File: src/rtl/cachepool_coalescer.sv
// Read coalescer: gathers same-line reads from a 32-bit core port into single
// L1 line requests, splits the returned line back into in-order word responses,
// and forwards writes as single masked line requests.
module cachepool_coalescer #(
  parameter int unsigned AddrWidth    = 32,
  parameter int unsigned DataWidth    = 32,
  parameter int unsigned LineWidth    = 128,
  parameter int unsigned CoalFactor   = 2,
  parameter int unsigned WindowCycles = 2,
  parameter int unsigned IdWidth      = 4
) (
  input  logic                     clk_i,
  input  logic                     rst_i,
  // core request
  input  logic                     req_valid_i,
  output logic                     req_ready_o,
  input  logic [AddrWidth-1:0]     req_addr_i,
  input  logic                     req_write_i,
  input  logic [DataWidth-1:0]     req_wdata_i,
  input  logic [DataWidth/8-1:0]   req_be_i,
  input  logic [IdWidth-1:0]       req_id_i,
  // core response
  output logic                     rsp_valid_o,
  input  logic                     rsp_ready_i,
  output logic [DataWidth-1:0]     rsp_data_o,
  output logic [IdWidth-1:0]       rsp_id_o,
  // line request to the cache controller
  output logic                     line_valid_o,
  input  logic                     line_ready_i,
  output logic [AddrWidth-1:0]     line_addr_o,
  output logic                     line_write_o,
  output logic [LineWidth-1:0]     line_wdata_o,
  output logic [LineWidth/8-1:0]   line_be_o,
  // line response from the cache controller
  input  logic                     line_rsp_valid_i,
  output logic                     line_rsp_ready_o,
  input  logic [LineWidth-1:0]     line_rsp_data_i
);

  localparam int unsigned Lanes   = LineWidth / DataWidth;
  localparam int unsigned LaneW   = (Lanes > 1) ? $clog2(Lanes) : 1;
  localparam int unsigned BeW     = DataWidth / 8;
  localparam int unsigned LineBeW = LineWidth / 8;
  localparam int unsigned ByteOff = $clog2(BeW);
  localparam int unsigned LineOff = $clog2(LineBeW);
  localparam int unsigned CntW    = $clog2(CoalFactor + 1);
  localparam int unsigned IdxW    = (CoalFactor > 1) ? $clog2(CoalFactor) : 1;
  localparam int unsigned WaitW   = (WindowCycles > 1) ? $clog2(WindowCycles) : 1;
  localparam logic [AddrWidth-1:0] LineMask =
    ~AddrWidth'((64'd1 << LineOff) - 64'd1);

  typedef enum logic [2:0] {
    S_IDLE,
    S_GATHER,
    S_ISSUE,
    S_WAIT,
    S_RESPOND
  } state_e;

  state_e state, state_d;

  // Coalescing buffer
  logic [AddrWidth-1:0] line_addr;
  logic [LaneW-1:0]     ent_lane  [CoalFactor];
  logic [IdWidth-1:0]   ent_id    [CoalFactor];
  logic                 ent_write [CoalFactor];
  logic [CntW-1:0]      count;
  logic [WaitW-1:0]     wait_cnt;
  logic [IdxW-1:0]      rsp_idx;
  logic [DataWidth-1:0] wdata;
  logic [BeW-1:0]       be;
  logic [LineWidth-1:0] line_q;

  // Control strobes from the FSM to the datapath
  logic take_first, take_more, wait_inc, capture, rsp_adv;

  logic [AddrWidth-1:0] req_line;
  logic [LaneW-1:0]     req_lane;
  logic                 same_line_rd;
  logic                 window_done;
  logic                 last_rsp;
  logic [LineBeW-1:0]   be_lane;
  logic [DataWidth-1:0] lane_words [Lanes];

  assign req_line     = req_addr_i & LineMask;
  assign req_lane     = LaneW'(req_addr_i >> ByteOff);
  assign same_line_rd = !req_write_i && (req_line == line_addr)
                        && (count < CntW'(CoalFactor));
  assign window_done  = (wait_cnt == WaitW'(WindowCycles - 1));
  assign last_rsp     = ((CntW'(rsp_idx) + CntW'(1)) == count);

  // Split the captured line into word lanes
  for (genvar l = 0; l < Lanes; l++) begin : g_lanes
    assign lane_words[l] = line_q[l*DataWidth +: DataWidth];
  end

  // Place the write byte enables into the addressed lane
  always_comb begin
    be_lane = '0;
    for (int l = 0; l < Lanes; l++) begin
      if (ent_lane[0] == LaneW'(l)) be_lane[l*BeW +: BeW] = be;
    end
  end

  // State register
  always_ff @(posedge clk_i or posedge rst_i) begin
    if (rst_i) state <= S_IDLE;
    else       state <= state_d;
  end

  // Next-state, control strobes and outputs; everything reads 0 during reset
  always_comb begin
    state_d          = state;
    take_first       = 1'b0;
    take_more        = 1'b0;
    wait_inc         = 1'b0;
    capture          = 1'b0;
    rsp_adv          = 1'b0;
    req_ready_o      = 1'b0;
    rsp_valid_o      = 1'b0;
    rsp_data_o       = '0;
    rsp_id_o         = '0;
    line_valid_o     = 1'b0;
    line_addr_o      = '0;
    line_write_o     = 1'b0;
    line_wdata_o     = '0;
    line_be_o        = '0;
    line_rsp_ready_o = 1'b0;
    if (!rst_i) begin
      case (state)
        S_IDLE: begin
          req_ready_o = 1'b1;
          if (req_valid_i) begin
            take_first = 1'b1;
            if (req_write_i || (CoalFactor == 1)) state_d = S_ISSUE;
            else                                   state_d = S_GATHER;
          end
        end
        S_GATHER: begin
          req_ready_o = same_line_rd;
          if (req_valid_i && same_line_rd) begin
            take_more = 1'b1;
            if ((count + CntW'(1)) == CntW'(CoalFactor)) state_d = S_ISSUE;
            else if (window_done)                        state_d = S_ISSUE;
            else                                         wait_inc = 1'b1;
          end else if (req_valid_i) begin
            state_d = S_ISSUE;
          end else if (window_done) begin
            state_d = S_ISSUE;
          end else begin
            wait_inc = 1'b1;
          end
        end
        S_ISSUE: begin
          line_valid_o = 1'b1;
          line_addr_o  = line_addr;
          line_write_o = ent_write[0];
          line_wdata_o = {Lanes{wdata}};
          line_be_o    = ent_write[0] ? be_lane : '1;
          if (line_ready_i) state_d = S_WAIT;
        end
        S_WAIT: begin
          line_rsp_ready_o = 1'b1;
          if (line_rsp_valid_i) begin
            capture = 1'b1;
            state_d = S_RESPOND;
          end
        end
        S_RESPOND: begin
          rsp_valid_o = 1'b1;
          rsp_id_o    = ent_id[rsp_idx];
          rsp_data_o  = ent_write[rsp_idx] ? '0 : lane_words[ent_lane[rsp_idx]];
          if (rsp_ready_i) begin
            rsp_adv = 1'b1;
            if (last_rsp) state_d = S_IDLE;
          end
        end
        default: state_d = S_IDLE;
      endcase
    end
  end

  // Buffer, counters and captured line
  always_ff @(posedge clk_i or posedge rst_i) begin
    if (rst_i) begin
      line_addr <= '0;
      count     <= '0;
      wait_cnt  <= '0;
      rsp_idx   <= '0;
      wdata     <= '0;
      be        <= '0;
      line_q    <= '0;
      for (int i = 0; i < CoalFactor; i++) begin
        ent_lane[i]  <= '0;
        ent_id[i]    <= '0;
        ent_write[i] <= 1'b0;
      end
    end else begin
      if (take_first) begin
        line_addr    <= req_line;
        ent_lane[0]  <= req_lane;
        ent_id[0]    <= req_id_i;
        ent_write[0] <= req_write_i;
        wdata        <= req_wdata_i;
        be           <= req_be_i;
        count        <= CntW'(1);
        wait_cnt     <= '0;
      end
      if (take_more) begin
        ent_lane[IdxW'(count)]  <= req_lane;
        ent_id[IdxW'(count)]    <= req_id_i;
        ent_write[IdxW'(count)] <= 1'b0;
        count                   <= count + CntW'(1);
      end
      if (wait_inc) wait_cnt <= wait_cnt + WaitW'(1);
      if (capture) begin
        line_q  <= line_rsp_data_i;
        rsp_idx <= '0;
      end
      if (rsp_adv) rsp_idx <= rsp_idx + IdxW'(1);
    end
  end

endmodule

File: config.mk
export PLATFORM = sky130hd
export DESIGN_NAME = cachepool_coalescer
export DESIGN_NICKNAME = d
export VERILOG_FILES = /design/src/rtl/cachepool_coalescer.sv
export SDC_FILE = /design/constraint.sdc
export NUM_CORES = 1
export LEC_CHECK = 0
export CAP_MARGIN = 20
export CORE_MARGIN = 2
export CORE_UTILIZATION = 35
export CTS_CLUSTER_DIAMETER = 40
export DETAILED_ROUTE_END_ITERATION = 7
export PLACE_DENSITY = 0.7
export SYNTH_ARGS = -nofsm -noshare
export SYNTH_HDL_FRONTEND = slang
export SYNTH_SLANG_ARGS = --single-unit
File: constraint.sdc
create_clock -name clk_i -period 11.3 [get_ports clk_i]
set_input_delay 2.26 -clock clk_i [delete_from_list [all_inputs] [get_ports clk_i]]
set_output_delay 2.26 -clock clk_i [all_outputs]
set_load 0.03 [all_outputs]
# Word level (Yosys, flattened, before mapping)
# Index checks and enable logic that the tools add are counted.
[totals]
elab_cells = 142
register_bits = 213
in_bits = 207
[op_classes]
n_eq_ne = 15
mux = 87
n_addsub = 4
reduce_logical = 11
n_lt_le_gt_ge = 5
n_bitwise = 6
[ops]
columns = ["operator", "n"]
rows = [
  ["128-bit 2-to-1 mux", 2],
  ["32-bit 2-to-1 mux", 7],
  ["32-bit binary-select mux with 2-bit select", 1],
  ["16-bit 2-to-1 mux", 3],
  ["4-bit 2-to-1 mux", 12],
  ["1-bit 2-to-1 mux", 36],
  ["28-bit equality test", 1],
  ["3-bit 2-to-1 mux", 9],
  ["2-bit 2-to-1 mux", 9],
  ["3-bit case mux with 5 select lines", 1],
  ["2-bit inequality test, second input constant", 5],
  ["8-bit bitwise mux", 1],
  ["8-bit 2-to-1 mux", 1],
  ["2-bit equality test, second input constant", 3],
  ["3-bit by 2-bit equality test with 1-bit output, second input constant", 2],
  ["6-bit AND reduction", 1],
  ["2-bit nonzero test", 3],
  ["4-bit bitwise mux", 1],
  ["4-bit demux with 1-bit select", 1],
  ["2-bit >= comparator, second input constant", 2],
  ["1-bit logical AND", 4],
  ["1-bit inverter with 2-bit output", 2],
  ["3-bit by 1-bit equality test with 1-bit output, second input constant", 1],
  ["3-bit equality test, second input constant", 1],
  ["other kinds (18)", 19],
]

# Depth between registers and ports, before layout
# Gate-level depths: netlist of run 1.
[depth]
ltp_word = 11
ltp_mapped = 8
ltp_nobuf = 7

# Least setup slack after synthesis of run 1
# No wires, ideal clock.
[synth_path]
path_kind = "input to output"
startpoint = "input port rst_i"
endpoint = "output port rsp_data_o[1]"
arrival_ns = 8.577
cell_stages = 5
t_required_ns = 9.040
n_path_buf = 1
path_slack_ns = 0.463
cell_sequence = "inv_1 -> nand2_1 -> inv_1 -> clkbuf_1 -> and3_1"
[synth_between]
elab_chain_len = 1
[synth_lines]
columns = ["item", "line_no", "text"]
rows = [
  ["from (decl)", "13", "input logic rst_i,"],
  ["32-bit 2-to-1 mux", "129", "if (!rst_i) begin"],
  ["to (decl)", "25", "output logic [DataWidth-1:0] rsp_data_o,"],
]
# Every way passes these cells.

# Worst setup path in the final report of run 1
[layout_path]
startpoint = "input port rst_i"
endpoint = "output port line_wdata_o[8]"
[layout_between]
elab_chain_len = 1
[layout_lines]
columns = ["item", "line_no", "text"]
rows = [
  ["128-bit 2-to-1 mux", "129", ""],
  ["to (decl)", "32", "output logic [LineWidth-1:0] line_wdata_o,"],
]
# Every way passes these cells.

==> results of run 1 <==
[kinds of logic (layout without fill, tap and decap cells)]
kind of cell               count (synthesis)  in the layout  synth area share (%)
muxes                                    175            175                  20.7
buffers and inverters                    176            506                  10.1
and+or+nand+nor                          381            381                  16.7
xor gates and xnor gates                  28             28                  2.43
other                                      1              7                0.0331
DFF                                      213            213                  47.0
adders and majority gates                  1              1                 0.110
AOI/OAI and AO/OA                         52             52                  2.79
[registers in the layout, summed over array words and instances, names as in the netlist, named ones only]
register   flops
be             4
count          2
ent_id         4
ent_lane       2
ent_write      2
line_addr     28
line_q       128
rsp_idx        1
state          3
wait_cnt       1
wdata         32
[power by group through the flow]
stage / Sequential (uW) / Combinational [uW] / Clock, uW
floorplan: 1250 / 1090 / 0
global placement: 1340 / 1380 / 0
detailed placement: 1360 / 1420 / 0
CTS: 1350 / 1420 / 1160
global route: 1390 / 1520 / 1190
finish: 1350 / 1400 / 1130
[worst register-to-register path: stages (launching register included)]
cell and delay (ps):
dfrtp_1 490, inv_2 110, and4_1 250, nand2_4 580, buf_4 860, mux2_2 500
[metal layers]
metal / wire [microns] / vias to the layer above
li1: - / 4008
met1: 11500 / 4239
met2: 16600 / 342
met3: 2980 / 59
met4: 860 / 2
met5: 13 / -
[synth_stat cells (2+ instances only)]
cell type  instances
o21a_1             2
nor2_1            11
and2_2             2
xnor2_1           21
o311ai_0           5
nand2_1          221
and3_1            34
buf_6              5
and2_1            61
nand4_1           11
o22ai_1            2
nor3_1             5
xnor2_2            4
mux4_1             2
mux2i_1            8
mux2_4             6
mux2_2           129
xor2_1             3
o21ai_0            9
nor3b_1            7
dfrtp_1          213
clkbuf_2           5
nand3_1           13
buf_2             19
buf_1              3
nand4_4            3
or4_1              2
mux4_2            30
clkbuf_1          20
inv_2              2
nor4_4             2
nor4_1             2
inv_1             10
a21oi_1           24
buf_4            112
[through the flow]
stage                     hold WS (ps)  power [uW]  cells  area [sq um]  util (%)
after floorplan                    437        2350   1030         11300         -
after global placement             450        2710   1694         15000      47.4
after detailed placement           454        2770   1696         15100      47.6
after CTS                          468        3920   1762         16400      51.6
after global routing               487        4110   1765         16400      51.6
final                              463        3880   1765         16400      51.6
[placed cells by master (no fill, tap or decap), types with 3 or more instances in the layout]
cell type	count
nand3_1	13
conb_1	4
inv_1	9
and2_1	60
nor3_1	5
diode_2	3
nand4_1	11
clkdlybuf4s50_1	417
mux2i_4	3
clkbuf_16	37
nand2_1	219
clkinvlp_4	6
clkbuf_1	5
and2_2	3
nor2_1	11
mux2_4	6
dfrtp_1	213
o311ai_0	5
xnor2_2	4
nand4_4	3
bufinv_16	5
nor3b_1	7
mux2_2	129
a21oi_1	24
buf_4	9
mux2i_1	5
o21ai_0	9
xor2_1	3
xnor2_1	21
and3_1	34
mux4_2	30
inv_6	7
[worst paths after layout]
check	start	end	depth (start not counted)
setup / recovery	rst_i	line_wdata_o[8]	5
hold reg to reg	wdata[4]	wdata[4]	2
max in group asynchronous	rst_i	line_q[12]	4
setup reg to reg	state[2]	line_q[84]	5
hold / removal	wdata[4]	wdata[4]	2
min in group asynchronous	rst_i	line_q[123]	2
[final cells by class]
type | instances | area, sq um
Multi-Input combinational cell | 641 | 4920
Fill cell | 2804 | 15400
Clock buffer | 44 | 972
Tap cell | 402 | 503
Antenna cell | 3 | 7.51
Inverter | 12 | 52.6
Clock inverter | 22 | 287
Timing Repair Buffer | 428 | 4300
Sequential cell | 213 | 5330
==> impl_metrics.tcl, run 1 <==
set metrics [dict create \
    outcome "finished, final reports clean" \
    worstPathMaxFanout 62 \
    routedWlPerCell_microns 18.1 \
    die_x_microns 184 \
    slew_headroom_pct 38.1 \
    dp_hpwl_microns 23100 \
    yosys_warnings 0 \
    clock_path_buffers 3 \
    io_pins 424 \
    grt_pass1_wl_microns 49600 \
    holdBufCountCts 0 \
    end_kind "primary output" \
    synth_edf_count 0 \
    cts_setup_buffers 0 \
    gp_congestion 0.781 \
    clk_pin_slew_ps 50 \
    clock_latency_ps 510 \
    tightest_slew_ps 928 \
    crit_top_cell "clkdlybuf4s50_1" \
    h-tree-depth 2 \
    ff2ff_setup_slack_ps 8390 \
    crit_chain "clkdlybuf4s50_1, or4_1, inv_2, and2_1, clkdlybuf4s50_1" \
    critical_path.max_stage_delay_ps 810 \
    antenna_found_initial 4 \
    cts_made_buffers 37 \
    timing.max_cap.violations 0 \
    dp_slack_ps 3400 \
    num_rows 65 \
    switching_share_pct 33.4 \
    cts_root_buffer "clkbuf_16" \
    track_usage_pct 18.8 \
    clockPowerShare_pct 29.2 \
    crit_path_start_kind "primary input" \
    synth_top_area_cell "dfrtp_1" \
    synth_seq_cells 213 \
    dieArea_sq_um 33800 \
    final.setup.tns_ps 0 \
    dr.pass1.iters 4 \
    cts_sinks 213 \
    cp_slowest_cell "or4_1" \
    period_share_pct 69.9 \
    min_period_ps 7900 \
    syn-cell-area_sq_um 11300 \
    drc 0 \
    hold_path_class "flop to flop" \
    ys_seq_area_share_pct 47.0 \
    finClkSkew_ps 19.1 \
    p_int_uw 2580 \
    first_global_vias 9128 \
    p_seq_share_pct 34.7 \
    async_reset_ff_share_pct 100 \
    p_per_area_nw_per_um2 237 \
    netlist.area_leader.share_pct 47.0 \
    finalHoldViolCount 0 \
    start_util_pct 35.7 \
    routed-via-count 8650 \
    p_comb_share_pct 36.1 \
    cellLeakagePower_uw 0.00706 \
    cts_tree "built" \
    max_freq_mhz 127 \
    drt-initial-drc-count 432 \
    p_sw_uw 1300 \
    ant_nets 0 \
    synth_ff_type "dfrtp_1" \
    core_area_sq_um 31700 \
    cts_resized 0 \
    drv_slew 0 \
    synthCells 1027 \
    die_h_microns 184 \
    criticalPathCategory "primary input to primary output" \
    grt_max_degree 81 \
    cp.arrival_ps 5640 \
    critPathBufInv 3 \
    grtUsageMet2_pct 34.8 \
    grt.overflow.total 0 \
    cpLargestDelayFamily "buffers and inverters" \
    synth_area_per_cell_sq_um 11.0 \
    final_nets 1541 \
    final_layout_size_suffix_gt1_share_pct 19.3 \
    crit_required_ps 9040 \
    synth_cell_type_count 54 \
    rsz0062_at_grt "false" \
    met1_usage_pct 19.4 \
    syn2layout_area_growth_pct 44.4 \
    setup_slack_ps 3400 \
    finalSetupViolCount 0 \
    vias_per_cell 4.90 \
    synth_area_leaders "dfrtp_1, mux2_2, buf_4, nand2_1, mux4_2" \
    grt.busiest_layer "met2" \
    ir_worst_vdd_uv 173 \
    wirelength_microns 32000 \
    met3_usage_pct 6.91 \
    portBuffers 417 \
]
Power figures use the tool's default switching activity.
==> inputs of run 2 (changes only) <==
clock period = 7.7 ns   (was 11.3 ns; I/O delays follow)
==> impl_metrics.tcl, run 2 (synthesis results as in run 1) <==
set metrics [dict create \
    outcome "finished, final reports clean" \
    r2r_end "line_q[54]" \
    gp_congestion 0.834 \
    wirelength_microns 32900 \
    antenna_found_initial 8 \
    largest_reg_flops 128 \
    cts_setup_buffers 0 \
    dp_slack_ps 1270 \
    die_h_microns 184 \
    worstReg2RegStart "state[2]" \
    finalPower_uw 5700 \
    final_layout_size_suffix_gt1_share_pct 19.6 \
    top_register "line_q" \
    crit_start "rst_i" \
    cp.arrival_ps 4850 \
    start_util_pct 35.7 \
    hold_path_class "flop to flop" \
    clk_pin_slew_ps 50 \
    rsz0062_at_grt "false" \
    first_global_vias 8961 \
    ff2ff_setup_slack_ps 5260 \
    clock_latency_ps 500 \
    ir_worst_vdd_uv 188 \
    cts_resized 0 \
    track_usage_pct 19.2 \
    finClkSkew_ps 17.6 \
    final_nets 1542 \
    routedWlPerCell_microns 18.6 \
    final_cell_mix "clkdlybuf4s50_1, nand2_1, dfrtp_1" \
    criticalPathCategory "primary input to primary output" \
    period_share_pct 83.0 \
    routed-via-count 8709 \
    tightest_slew_ps 984 \
    grt.overflow.total 0 \
    clock_path_buffers 3 \
    drc 0 \
    reg2reg_depth 5 \
    wl_met3_microns 3190 \
    holdBufCountCts 0 \
    syn2layout_area_growth_pct 44.7 \
    cts_made_buffers 36 \
    num_rows 65 \
    multi_input_area_sq_um 4920 \
    fillCellCount 2738 \
    cts_tree "built" \
    cts_sinks 213 \
    core_area_sq_um 31700 \
    drt-initial-drc-count 411 \
    met2_length_microns 17100 \
    dr.pass1.iters 4 \
    setup_slack_ps 1310 \
    grt_max_degree 158 \
    timing.max_cap.violations 0 \
    portBuffers 417 \
    ant_nets 0 \
    min_period_ps 6390 \
    end_kind "primary output" \
    finalHoldViolCount 0 \
    final_common_cell "clkdlybuf4s50_1" \
    hold_path_depth 2 \
    grt_pass1_wl_microns 50100 \
    crit_path_start_kind "primary input" \
    met1Wirelength_microns 11400 \
    die_x_microns 184 \
    vias_per_cell 4.92 \
    dp_hpwl_microns 23900 \
    finalSetupViolCount 0 \
    crit_end "line_wdata_o[104]" \
    io_pins 424 \
    worstPathMaxFanout 62 \
    drv_slew 0 \
    p_per_area_nw_per_um2 348 \
    top_regs "line_q (128), wdata (32), line_addr (28)" \
    max_freq_mhz 156 \
    h-tree-depth 2 \
    cts_root_buffer "clkbuf_16" \
    crit_required_ps 6160 \
    slew_headroom_pct 34.4 \
    final.setup.tns_ps 0 \
    dieArea_sq_um 33800 \
    seq_area_sq_um 5330 \
    topRoutingLayerUsed "met5" \
    cellLeakagePower_uw 0.00708 \
]
[run 2: cell types whose count changed in the layout (fill, tap and decap cells not counted), moves of 2 or more]
cell      change
clkinv_4      +3
clkbuf_8      +3
inv_8         -2
clkbuf_1      -3
diode_2       +3
[run 2: cell type report]
cell class / instances / area share, %
sequential: 213 / 32.5
multi-input combinational: 641 / 30.0
timing repair buffer: 430 / 26.4
clock buffer: 44 / 6.11
tap: 402 / 3.07
clock inverter: 21 / 1.56
inverter: 12 / 0.298
antenna: 6 / 0.0916
[run 2: report_power, final]
group / switching [uW] / total (uW) / internal (uW)
clock network: 578 / 1650 / 1070
logic: 993 / 2080 / 1090
registers: 340 / 1970 / 1630
total: 1910 / 5700 / 3790
[run 2: worst min path at each step]
stage	end	start	slack (ps)
final	wdata[1]	wdata[1]	460
after global routing	wdata[8]	wdata[8]	490
after CTS	wdata[29]	wdata[29]	470
after detailed placement	wdata[29]	wdata[29]	450
after global placement	wdata[11]	wdata[11]	450
after floorplan	wdata[0]	wdata[0]	440
[run 2: per-layer routing]
metal	GRT usage (%)	up-vias
met2	34.7	376
met3	7.03	71
met1	19.8	4233
li1	-	4025
met5	0	-
met4	8.45	4
[run 2: stage by stage]
stage	util, %	cells	hold WS [ps]	cell area, sq um
floorplan	-	1030	437	11300
global placement	47.5	1696	450	15100
detailed placement	47.6	1697	454	15100
CTS	51.6	1762	467	16400
global route	51.7	1769	485	16400
finish	51.7	1769	461	16400
[run 2: critical path: stages]
cell             delay [ps]
clkdlybuf4s50_1         570
or4_1                   790
inv_2                   790
and2_1                  390
clkdlybuf4s50_1         730
